--- src/rtl/id_ex_reg.sv ---
// -----------------------------------------------------------------------------
// id_ex_reg -- decode/execute pipeline register of the 5-stage MIPS pipeline.
//
// Captures the decoder control bundle, register-file operands, register
// specifiers, sign-extended immediate and PC+4 on every rising clock edge,
// with hazard-unit hold (StallE) and bubble insertion (FlushE). ValidE marks
// a real instruction in the execute stage; a bubble (ValidE=0) always has
// RegWriteE, MemWriteE and BranchE at 0.
//
// Parameters:
//   DW  datapath width of operands, immediate and PC+4
//   AW  register-specifier width
//   CW  bubble-counter width (only meaningful with IDEX_BUBBLE_CNT_EN)
//
// Ports:
//   clk, rst_n           rising-edge clock, asynchronous active-low reset
//   StallE, FlushE       hazard-unit hold / bubble load (flush wins)
//   ValidD               decode stage holds a real instruction
//   *D control inputs    RegWrite, MemtoReg, MemWrite, Branch, ALUSrc,
//                        RegDst (1 bit each), ALUOp (2 bits)
//   RD1D, RD2D           register-file read data
//   RsD, RtD, RdD        register specifiers
//   SignImmD, PCPlus4D   sign-extended immediate, PC+4
//   *E outputs           registered copies of the above, plus ValidE
//   BubbleCnt            saturating count of flush edges
//
// Optional feature macro: IDEX_BUBBLE_CNT_EN
//   defined   -> BubbleCnt is a CW-bit saturating flush counter
//   undefined -> BubbleCnt is tied to 0 and no counter flops exist
// -----------------------------------------------------------------------------
module id_ex_reg #(
    parameter int DW = 32,
    parameter int AW = 5,
    parameter int CW = 16
) (
    input  logic          clk,
    input  logic          rst_n,
    input  logic          StallE,
    input  logic          FlushE,
    input  logic          ValidD,
    input  logic          RegWriteD,
    input  logic          MemtoRegD,
    input  logic          MemWriteD,
    input  logic          BranchD,
    input  logic          ALUSrcD,
    input  logic          RegDstD,
    input  logic [1:0]    ALUOpD,
    input  logic [DW-1:0] RD1D,
    input  logic [DW-1:0] RD2D,
    input  logic [AW-1:0] RsD,
    input  logic [AW-1:0] RtD,
    input  logic [AW-1:0] RdD,
    input  logic [DW-1:0] SignImmD,
    input  logic [DW-1:0] PCPlus4D,
    output logic          RegWriteE,
    output logic          MemtoRegE,
    output logic          MemWriteE,
    output logic          BranchE,
    output logic          ALUSrcE,
    output logic          RegDstE,
    output logic [1:0]    ALUOpE,
    output logic [DW-1:0] RD1E,
    output logic [DW-1:0] RD2E,
    output logic [DW-1:0] SignImmE,
    output logic [DW-1:0] PCPlus4E,
    output logic [AW-1:0] RsE,
    output logic [AW-1:0] RtE,
    output logic [AW-1:0] RdE,
    output logic          ValidE,
    output logic [CW-1:0] BubbleCnt
);

    typedef struct packed {
        logic          reg_write;
        logic          memto_reg;
        logic          mem_write;
        logic          branch;
        logic          alu_src;
        logic          reg_dst;
        logic [1:0]    alu_op;
        logic          valid;
        logic [DW-1:0] rd1;
        logic [DW-1:0] rd2;
        logic [DW-1:0] sign_imm;
        logic [DW-1:0] pc_plus4;
        logic [AW-1:0] rs;
        logic [AW-1:0] rt;
        logic [AW-1:0] rd;
    } stage_t;

    localparam int SW = $bits(stage_t);

    stage_t capture_s;
    stage_t next_s;
    stage_t stage_r;

    // Assemble the decode-side bundle; an invalid instruction carries no
    // control so that a non-instruction can never write, store or branch.
    always_comb begin
        capture_s          = stage_t'({SW{1'b0}});
        capture_s.valid    = ValidD;
        capture_s.rd1      = RD1D;
        capture_s.rd2      = RD2D;
        capture_s.sign_imm = SignImmD;
        capture_s.pc_plus4 = PCPlus4D;
        capture_s.rs       = RsD;
        capture_s.rt       = RtD;
        capture_s.rd       = RdD;
        if (ValidD) begin
            capture_s.reg_write = RegWriteD;
            capture_s.memto_reg = MemtoRegD;
            capture_s.mem_write = MemWriteD;
            capture_s.branch    = BranchD;
            capture_s.alu_src   = ALUSrcD;
            capture_s.reg_dst   = RegDstD;
            capture_s.alu_op    = ALUOpD;
        end else begin
            capture_s.reg_write = 1'b0;
            capture_s.memto_reg = 1'b0;
            capture_s.mem_write = 1'b0;
            capture_s.branch    = 1'b0;
            capture_s.alu_src   = 1'b0;
            capture_s.reg_dst   = 1'b0;
            capture_s.alu_op    = 2'b00;
        end
    end

    // Next-state select: flush beats stall, stall holds, otherwise capture.
    always_comb begin
        next_s = stage_r;
        case ({FlushE, StallE})
            2'b10, 2'b11: next_s = stage_t'({SW{1'b0}});
            2'b01:        next_s = stage_r;
            2'b00:        next_s = capture_s;
            default:      next_s = stage_t'({SW{1'b0}});
        endcase
    end

    // Pipeline register with asynchronous clear.
    always_ff @(posedge clk or negedge rst_n) begin
        if (!rst_n) begin
            stage_r <= stage_t'({SW{1'b0}});
        end else begin
            stage_r <= next_s;
        end
    end

    assign RegWriteE = stage_r.reg_write;
    assign MemtoRegE = stage_r.memto_reg;
    assign MemWriteE = stage_r.mem_write;
    assign BranchE   = stage_r.branch;
    assign ALUSrcE   = stage_r.alu_src;
    assign RegDstE   = stage_r.reg_dst;
    assign ALUOpE    = stage_r.alu_op;
    assign ValidE    = stage_r.valid;
    assign RD1E      = stage_r.rd1;
    assign RD2E      = stage_r.rd2;
    assign SignImmE  = stage_r.sign_imm;
    assign PCPlus4E  = stage_r.pc_plus4;
    assign RsE       = stage_r.rs;
    assign RtE       = stage_r.rt;
    assign RdE       = stage_r.rd;

`ifdef IDEX_BUBBLE_CNT_EN
    logic [CW-1:0] bubble_cnt_r;

    // Saturating count of flush edges; stall has no influence on it.
    always_ff @(posedge clk or negedge rst_n) begin
        if (!rst_n) begin
            bubble_cnt_r <= {CW{1'b0}};
        end else if (FlushE && (bubble_cnt_r != {CW{1'b1}})) begin
            bubble_cnt_r <= bubble_cnt_r + {{(CW-1){1'b0}}, 1'b1};
        end else begin
            bubble_cnt_r <= bubble_cnt_r;
        end
    end

    assign BubbleCnt = bubble_cnt_r;
`else
    assign BubbleCnt = {CW{1'b0}};
`endif

endmodule

--- config.mk ---
export PLATFORM = sky130hd
export DESIGN_NAME = id_ex_reg
export DESIGN_NICKNAME = d
export VERILOG_FILES = /design/src/rtl/id_ex_reg.sv
export SDC_FILE = /design/constraint.sdc
export NUM_CORES = 1
export LEC_CHECK = 0
export ABC_AREA = 1
export CORE_MARGIN = 3
export CORE_UTILIZATION = 25
export DETAILED_ROUTE_END_ITERATION = 8
export GPL_TIMING_DRIVEN = 0
export SLEW_MARGIN = 25
export SYNTH_ARGS = -nofsm -noshare
export SYNTH_HDL_FRONTEND = slang
export SYNTH_SLANG_ARGS = --single-unit
--- constraint.sdc ---
create_clock -name clk -period 0.8 [get_ports clk]
set_input_delay 0.08 -clock clk [delete_from_list [all_inputs] [get_ports clk]]
set_output_delay 0.08 -clock clk [all_outputs]
set_load 0.01 [all_outputs]
; After elaboration in Yosys (flattened, before gate mapping)
; Cells that the tools add are included.
; W data, S select, Z words.
[word_totals]
register_bits = 152
in_bits = 156
out_inout_bits = 168
[classes]
eq_ne = 3
mux = 2
reduce_logical = 2
[op_table]
columns = op, count
row1 = $pmux W152 S2, 1
row2 = $mux W8, 1
row3 = $eq A2 B2 Y1 const B, 2
row4 = $eq A2 B1 Y1 const B, 1
row5 = $logic_not A2 Y1, 1
row6 = $reduce_or A2 Y1, 1

; Longest topological paths before layout
; Gate-level depths: netlist of run 1.
[depth]
depth_word = 3
ltp_mapped = 6
depth_no_buf = 4

; Least setup slack after synthesis of run 1
; No wires, ideal clock.
[synth_path]
path_kind = input port to flip-flop
startpoint = input StallE
endpoint = register stage_r, in the netlist PCPlus4E[0]
t_arrival_ns = 0.739
t_required_ns = 0.734
setup_slack_ns = -0.006
path_stages = 5
path_buffers = 2
path_cell_list = buf_4 -> nor2_8 -> clkbuf_1 -> nand2_1 -> nand2_1
[synth_between]
elab_chain_cells = 3
word_cells_on_any_way = 6
[synth_rtl]
columns = item, line
row1 = from (decl), 38  ; input logic StallE,
row2 = $eq A2 B2 Y1, 131  ; case ({FlushE, StallE})
row3 = $reduce_or A2 Y1, 131
row4 = $pmux W152 S2, 131
row5 = to (signal assigned), 142  ; stage_r <= stage_t'({SW{1'b0}});
row6 = to (signal assigned), 144  ; stage_r <= next_s;
row7 = to (decl), 95  ; stage_t stage_r;
; Parallel ways exist; a longest one is shown, timed or not.
; A chain may end at the register's enable or synchronous reset.

; Worst setup path in the final report of run 1
[layout_path]
startpoint = register stage_r, in the netlist RsE[3]
endpoint = output RsE[3]
[layout_lines]
columns = item, line
row1 = to (decl), 66  ; output logic [AW-1:0] RsE,
; No word-level cell between the ends.

==> results.json, run 1 <==
{
  "postRouteAntennaNets": 0,
  "cp_top_family": "flip-flops",
  "cp_data_arrival_time_ps": 1000,
  "placement_rows": 57,
  "area_growth_pct": 74.9,
  "vias_per_cell": 4.19,
  "postSynthCellCount": 693,
  "p_int_mw": 14.4,
  "ys_types": 11,
  "power_density_nw_per_um2": 1800,
  "yosysMostFrequentCell": "nand2_1",
  "critPathKind": "register to primary output",
  "status": "finished with violations",
  "start_util": 0.255,
  "drive_gt1_frac": 0.304,
  "synth_edf_count": 0,
  "irDropWorstVdd_mv": 1.07,
  "ys_seq_area_frac": 0.613,
  "synth-async-reset-ratio": 1.00,
  "hold_slack_ps": -390,
  "slew_violations": 0,
  "yosys-top-cells-count": "nand2_1, dfrtp_1, nand3_1",
  "max_slew_margin": 0.616,
  "grt_max_degree": 86,
  "switchingPower_mw": 5.20,
  "netlist_area_um2": 6200,
  "grt-ovfl-total": 0,
  "insertion_delay_ps": 410,
  "cts_root_buffer": "clkbuf_16",
  "cts_tree": "yes",
  "die_h_um": 164,
  "syn_avg_cell_area_um2": 8.95,
  "min_period_ps": 1080,
  "grt_use_total": 0.158,
  "slowest_delay_ps": 430,
  "cts-buffers-inserted": 17,
  "yosysTopAreaCellShare": 0.613,
  "drtIter0Drc": 426,
  "ys_top_cells_by_area": "dfrtp_1, nand2_1, nand3_1",
  "cts.sinks": 152,
  "yosys.area.top_type": "dfrtp_1",
  "clk_pin_slew_ps": 70,
  "fin_nets": 1269,
  "total_power_mw": 19.6,
  "critical_path.endpoint_type": "primary output",
  "violations": "hold timing, setup timing",
  "io_pins": 324,
  "holdCritPathClass": "primary input to async pin",
  "core_um2": 24300,
  "yosys_warnings": 0,
  "crit_chain": "buf_6",
  "worst_pin_slew_ps": 576,
  "hpwl_mm": 15.5,
  "placed_area_um2": 9750,
  "diodes": 0,
  "p_clk_frac": 0.399,
  "fmax_mhz": 928,
  "critPathLaunchType": "register",
  "combPwrFrac": 0.172,
  "finalCritPeriodShare": 1.35,
  "portBuffers": 305,
  "die-area_um2": 26700,
  "grt_pass1_vias": 5845,
  "cpMaxStageDelayCell": "dfrtp_1",
  "setup-violations-final": 163,
  "grt_setup_unrepaired": "true",
  "critPathBufInv": 1,
  "routabilityCongestion": 0.797,
  "power_leakage_nw": 5.89,
  "post-route-drc-count": 0,
  "ys.flop_type": "dfrtp_1",
  "htreeDepth": 4,
  "wire_per_inst_um": 15.3,
  "switching_share": 0.266,
  "skew_ps": 0,
  "clockBufferDepth": 2,
  "via_count": 6077,
  "dieWidth_um": 164,
  "cp_max_fo": 2,
  "stdcell_area_um2": 10800,
  "yosys_register_bits": 152,
  "p_seq_frac": 0.429,
  "worst_ep_required_time_ps": 720,
  "maxCapViolations": 0,
  "grt_pass1_wl_mm": 32.8,
  "fin_ws_ps": -277,
  "antenna_found_initial": 1,
  "drtPass1Iterations": 4,
  "routed_wl_mm": 22.1,
  "hold_viol": 67
}
==> what timing repair did <==
action                                  4_1_cts  5_1_grt
pin swaps                                     1       22
setup buffers                                43       41
endpoints found under the setup margin      304      221
resized for setup                           689       75
endpoints found under the hold margin        67       67
==> registers in the layout, indices dropped and copies added (netlist names), 2 cells and up <==
signal and flops:
SignImmE 32, RD2E 32, RD1E 32, RtE 5, RsE 5, PCPlus4E 32
ALUOpE 2, RdE 5
==> layer usage <==
layer	up-vias	global-route usage	part of all wire
met5	-	0	0.00050
met4	2	0.0400	0.011
met3	14	0.0725	0.11
met2	242	0.253	0.46
met1	2810	0.194	0.42
li1	3009	-	-
==> worst reg2reg max path, stage by stage, from the launching register on <==
cell and delay (ps):
dfrtp_1 400, buf_4 130, buf_4 120, nand3_1 70, nand2_1 60
==> worst paths after layout <==
check | from | slack [ps] | end | cells past startpoint
max | RsE[3]$_DFFE_PN0P_ | -280 | RsE[3] | 1
min | rst_n | -390 | SignImmE[5]$_DFFE_PN0P_ | 1
max reg2reg | PCPlus4E[28]$_DFFE_PN0P_ | -90 | PCPlus4E[28]$_DFFE_PN0P_ | 4
min reg2reg | RD2E[16]$_DFFE_PN0P_ | 510 | RD2E[16]$_DFFE_PN0P_ | 2
max in group asynchronous | rst_n | 350 | RD1E[4]$_DFFE_PN0P_ | 2
min in group clk | ValidD | 40 | ValidE$_DFFE_PN0P_ | 3
==> logic make-up (layout without fill, tap and decap cells) <==
kind of cell  after synthesis  count (layout)  share of synthesized area
flops                     152             152                      0.613
simple gates              465             465                      0.315
buf+inv                    75             492                     0.0714
other cells                 1              16                   0.000605
==> cell usage in the layout, fill, tap and decap left out, types with 2 or more instances in the layout <==
| cell type | netlist | layout |
|---|---|---|
| clkinv_4 | 0 | 2 |
| conb_1 | 1 | 16 |
| nand2_1 | 312 | 311 |
| nand3_2 | 0 | 17 |
| inv_1 | 8 | 8 |
| clkbuf_1 | 21 | 10 |
| clkdlybuf4s50_1 | 0 | 151 |
| buf_6 | 10 | 104 |
| buf_2 | 18 | 79 |
| clkbuf_2 | 0 | 12 |
| clkinvlp_4 | 0 | 5 |
| inv_6 | 0 | 4 |
| buf_4 | 17 | 92 |
| clkbuf_16 | 0 | 17 |
| nand3_1 | 152 | 135 |
| dfrtp_1 | 152 | 152 |
| buf_8 | 0 | 3 |
==> area by class of cell <==
type                       count  area [µm²]
inverter                       9        38.8
buffer                        66         460
clock inverter                12         116
sequential                   152        3800
timing repair buffer         386        3480
fill                        2463       13500
multi-input combinational    481        2100
clock buffer                  19         443
tap                          324         405
==> power groups by stage <==
| stage | clock network [mW] | registers, mW | logic, mW |
|---|---|---|---|
| final | 7.81 | 8.39 | 3.36 |
| after global routing | 8.47 | 8.43 | 3.65 |
| after CTS | 8.10 | 8.36 | 3.11 |
| after detailed placement | 0 | 8.48 | 3.16 |
| after global placement | 0 | 8.49 | 3.14 |
| after floorplan | 0 | 8.67 | 0.816 |
==> stage by stage <==
step | TNS (ps) | cells | setup slack, ps | utilization
floorplan | -637 | 708 | -5.59 | -
global placement | -1204020 | 1337 | -7030 | 0.400
detailed placement | -147990 | 1338 | -810 | 0.401
CTS | -37210 | 1412 | -308 | 0.421
global route | -40840 | 1449 | -329 | 0.446
finish | -33320 | 1449 | -277 | 0.446
No activity file was read; power rests on OpenSTA's default activity.
==> run 2, diff against run 1 <==
- PLACE_DENSITY: not set -> 0.66
==> run 2 against run 1 <==
  * The run still ends with hold timing, setup timing left
  * Largest power group unchanged
  * Clock skew unchanged
  * Count of clock-buffer cells in the layout stayed put
  * Routed wire length fell by 2.9%
  * Maximum frequency increased by 1.5%
  * Flip-flop and latch count unchanged
  * Highest routed layer is now met4
  * Clock power is 0.8% lower
  * Combinational power fell by 3%
  * Via count grew 0.13%
==> results.json, run 2 (synthesized netlist as in run 1, its figures left out) <==
{
  "status": "finished with violations",
  "violations": "hold timing, setup timing",
  "clockBufferDepth": 2,
  "io_pins": 324,
  "total_power_mw": 19.4,
  "dieWidth_um": 164,
  "p_clk_frac": 0.400,
  "grt_setup_unrepaired": "true",
  "maxCapViolations": 0,
  "cts_tree": "yes",
  "postRouteAntennaNets": 0,
  "worst_ep_required_time_ps": 720,
  "grt_max_degree": 84,
  "cp_max_fo": 2,
  "worst_pin_slew_ps": 561,
  "hpwl_mm": 15.2,
  "hold_slack_ps": -390,
  "power_density_nw_per_um2": 1820,
  "use_met1": 0.187,
  "die_h_um": 164,
  "antenna_found_initial": 0,
  "tns_ps": -32820,
  "post-route-drc-count": 0,
  "via_count": 6085,
  "crit_chain": "buf_2",
  "fin_nets": 1255,
  "final_common_cell": "nand2_1",
  "slew_violations": 0,
  "holdCritPathClass": "primary input to async pin",
  "final_cell_mix": "nand2_1, dfrtp_1, clkdlybuf4s50_1, nand3_1, buf_2",
  "power_leakage_nw": 5.82,
  "finalCritPeriodShare": 1.33,
  "hold_viol": 69,
  "core_um2": 24300,
  "clk_pin_slew_ps": 70,
  "placed_area_um2": 9750,
  "routabilityCongestion": 0.786,
  "die-area_um2": 26700,
  "critical_path.endpoint_type": "primary output",
  "drtIter0Drc": 257,
  "switchingPower_mw": 5.27,
  "p_seq_frac": 0.432,
  "cts.sinks": 152,
  "cpMaxStageDelayCell": "dfrtp_1",
  "grt_pass1_vias": 5812,
  "stdcell_area_um2": 10700,
  "critPathKind": "register to primary output",
  "critPathBufInv": 1,
  "wire_per_inst_um": 15.0,
  "cts_root_buffer": "clkbuf_16",
  "htreeDepth": 4,
  "p_int_mw": 14.1,
  "start_util": 0.255,
  "top_usage_layer": "met2",
  "grt_use_total": 0.153,
  "routed_wl_mm": 21.5,
  "combPwrFrac": 0.168,
  "vias_per_cell": 4.24,
  "setup-violations-final": 154,
  "final_util": 0.438,
  "cp_data_arrival_time_ps": 980,
  "cp_top_family": "flip-flops",
  "area_growth_pct": 71.7,
  "cts-buffers-inserted": 17,
  "irDropWorstVdd_mv": 1.06,
  "slowest_delay_ps": 410,
  "grt-ovfl-total": 0,
  "drive_gt1_frac": 0.298,
  "diodes": 0,
  "fmax_mhz": 942,
  "fin_ws_ps": -262,
  "grt_pass1_wl_mm": 32.0,
  "min_period_ps": 1060,
  "switching_share": 0.272,
  "use_met3": 0.0626,
  "max_slew_margin": 0.626,
  "fillers": 2419,
  "skew_ps": 0,
  "critPathLaunchType": "register",
  "portBuffers": 305,
  "placement_rows": 57,
  "insertion_delay_ps": 410,
  "drtPass1Iterations": 7,
  "met2_usage": 0.253
}
run 2: final timing paths:
path	startpoint	cells after the start	slack (ps)	end
max in group asynchronous	rst_n	2	330	RD1E[11]$_DFFE_PN0P_
min reg2reg	RD2E[18]$_DFFE_PN0P_	2	510	RD2E[18]$_DFFE_PN0P_
min in group clk	ValidD	3	60	ValidE$_DFFE_PN0P_
max	RD2E[30]$_DFFE_PN0P_	1	-260	RD2E[30]
max reg2reg	ALUOpE[1]$_DFFE_PN0P_	4	-70	ALUOpE[1]$_DFFE_PN0P_
min	rst_n	1	-390	PCPlus4E[18]$_DFFE_PN0P_
run 2: cell type report:
cell class	instances	area, µm²	share of cell area
buffer	66	463	0.0435
clock buffer	19	453	0.0425
clock inverter	13	110	0.0103
inverter	9	36.3	0.00341
multi-input combinational	481	2100	0.197
sequential	152	3800	0.357
tap	324	405	0.0381
timing repair buffer	372	3280	0.308
run 2: what timing repair did:
action | 4_1_cts | 5_1_grt
pin swaps | 1 | 19
resized for setup | 685 | 56
setup buffers | 44 | 31
hold endpoints to repair | 69 | 69
endpoints found under the setup margin | 304 | 257
run 2: routing by layer:
metal / up-vias / share of wire
met2: 251 / 0.47
met4: 0 / 0.0079
met5: - / 0
met1: 2842 / 0.41
li1: 2981 / -
met3: 11 / 0.11
run 2: power groups by stage:
stage	combinational (mW)	sequential [mW]	clock [mW]
final	3.25	8.38	7.75
after global routing	3.54	8.42	8.35
after CTS	3.11	8.36	8.07
after detailed placement	3.14	8.48	0
after global placement	3.11	8.48	0
after floorplan	0.816	8.67	0
run 2: through the flow:
step / worst slack (ps) / std cells
finish: -262 / 1436
global route: -319 / 1436
CTS: -308 / 1414
detailed placement: -989 / 1338
global placement: -6810 / 1337
floorplan: -5.59 / 708
==> run 3, diff against run 2 <==
- PLACE_DENSITY: 0.66 -> 0.68
- clock period: 0.8 -> 0.9 ns (I/O delays scaled with it)
==> run 3 against run 2 <==
  * Count of clock-buffer cells in the layout stayed put
  * Highest routed layer unchanged
  * Critical path type unchanged
  * The run still ends with hold timing, setup timing left
  * First-iteration DRC count rose by 33%
  * Routed wire length up 1.8%
  * Clock skew unchanged
  * Largest cell class is now non-clock buffers
  * Cell area increased by 0.32%
  * Sequential power decreased by 11%
  * Non-clock buffer count up 19
  * Hold slack better by 8.3 ps
==> results.json, run 3 (synthesized netlist as in run 1, its figures left out) <==
{
  "start_util": 0.255,
  "antenna_found_initial": 0,
  "worst_ep_required_time_ps": 810,
  "cp_max_fo": 2,
  "routabilityCongestion": 0.788,
  "finalCritPeriodShare": 1.20,
  "grt_max_degree": 83,
  "placed_area_um2": 9750,
  "slowest_delay_ps": 430,
  "clk_pin_slew_ps": 70,
  "grt_use_total": 0.157,
  "grt_pass1_vias": 6142,
  "switching_share": 0.259,
  "diodes": 0,
  "grt_pass1_wl_mm": 32.9,
  "crit_chain": "buf_6",
  "die_h_um": 164,
  "post-route-drc-count": 0,
  "fin_nets": 1274,
  "via_count": 6207,
  "area_growth_pct": 72.3,
  "slew_violations": 0,
  "total_power_mw": 17.8,
  "insertion_delay_ps": 410,
  "drtIter0Drc": 342,
  "cp_data_arrival_time_ps": 990,
  "min_period_ps": 1080,
  "critPathBufInv": 1,
  "p_int_mw": 13.2,
  "status": "finished with violations",
  "cpMaxStageDelayCell": "dfrtp_1",
  "cts_tree": "yes",
  "hold_slack_ps": -381,
  "combPwrFrac": 0.163,
  "max_slew_margin": 0.610,
  "routed_wl_mm": 21.9,
  "dieWidth_um": 164,
  "placement_rows": 57,
  "critPathLaunchType": "register",
  "final_cell_mix": "nand2_1, dfrtp_1, clkdlybuf4s50_1, nand3_1, buf_4",
  "stdcell_area_um2": 10700,
  "worst_pin_slew_ps": 584,
  "critical_path.endpoint_type": "primary output",
  "grt_setup_unrepaired": "true",
  "clockBufferDepth": 2,
  "cts.sinks": 152,
  "maxCapViolations": 0,
  "grt-ovfl-total": 0,
  "irDropWorstVdd_mv": 0.970,
  "fillers": 2387,
  "r2r_slack_ps": 20,
  "p_seq_frac": 0.418,
  "fmax_mhz": 924,
  "violations": "hold timing, setup timing",
  "io_pins": 324,
  "power_leakage_nw": 5.89,
  "cts_root_buffer": "clkbuf_16",
  "fin_ws_ps": -182,
  "final_util": 0.439,
  "vias_per_cell": 4.27,
  "postRouteAntennaNets": 0,
  "htreeDepth": 4,
  "setup-violations-final": 152,
  "switchingPower_mw": 4.61,
  "wire_per_inst_um": 15.0,
  "hold_viol": 70,
  "hpwl_mm": 15.1,
  "cp_top_family": "flip-flops",
  "cts-buffers-inserted": 17,
  "die-area_um2": 26700,
  "drtPass1Iterations": 5,
  "skew_ps": 0,
  "holdCritPathClass": "primary input to async pin",
  "critPathKind": "register to primary output",
  "drive_gt1_frac": 0.290,
  "final_common_cell": "nand2_1",
  "core_um2": 24300,
  "p_clk_frac": 0.419,
  "portBuffers": 305,
  "power_density_nw_per_um2": 1670
}
==> run 3: area by class of cell <==
| class | instances | area, µm² | area share |
|---|---|---|---|
| sequential | 152 | 3800 | 0.356 |
| multi-input combinational | 481 | 2030 | 0.190 |
| clock inverter | 12 | 166 | 0.0156 |
| buffer | 66 | 443 | 0.0415 |
| tap | 324 | 405 | 0.0379 |
| clock buffer | 19 | 433 | 0.0405 |
| timing repair buffer | 391 | 3360 | 0.315 |
| inverter | 9 | 36.3 | 0.00340 |
==> run 3: power groups by stage <==
stage,registers (mW),clock network [mW],logic [mW]
after global placement,7.55,0,2.75
after floorplan,7.71,0,0.724
after detailed placement,7.54,0,2.78
final,7.45,7.46,2.90
after global routing,7.48,7.99,3.16
after CTS,7.43,7.70,2.72
==> run 3: final timing paths <==
check                                        startpoint  cells after the start                      end
worst max register to register  SignImmE[1]$_DFFE_PN0P_                      4  SignImmE[1]$_DFFE_PN0P_
min in group clk                                 ValidD                      3       ValidE$_DFFE_PN0P_
worst max-delay path            SignImmE[7]$_DFFE_PN0P_                      1              SignImmE[7]
max in group asynchronous                         rst_n                      2     RD1E[17]$_DFFE_PN0P_
worst min-delay path                              rst_n                      1  SignImmE[3]$_DFFE_PN0P_
worst min register to register     RD2E[18]$_DFFE_PN0P_                      2     RD2E[18]$_DFFE_PN0P_
==> run 3: metal layers <==
layer,vias up,GRT usage,part of all wire
li1,3021,-,-
met1,2884,0.185,0.40
met2,270,0.258,0.47
met3,32,0.0629,0.11
met4,0,0.0561,0.024
met5,-,0,0
==> run 3: repair_timing <==
action | 4_1_cts | 5_1_grt
setup endpoints to repair | 304 | 203
gates resized for setup | 656 | 52
hold endpoints to repair | 70 | 70
pin swaps | 1 | 6
buffers inserted | 50 | 35
==> run 3: metrics by stage <==
stage          TNS [ps]  setup WS [ps]  instances  hold WS [ps]
2_1_floorplan         0           84.4        708          -206
3_3_place_gp   -1125650          -6710       1337           483
3_5_place_dp    -108880           -740       1338          94.9
4_1_cts          -23520           -221       1419          -367
5_1_grt          -25940           -220       1454          -356
6_report         -19270           -182       1454          -381
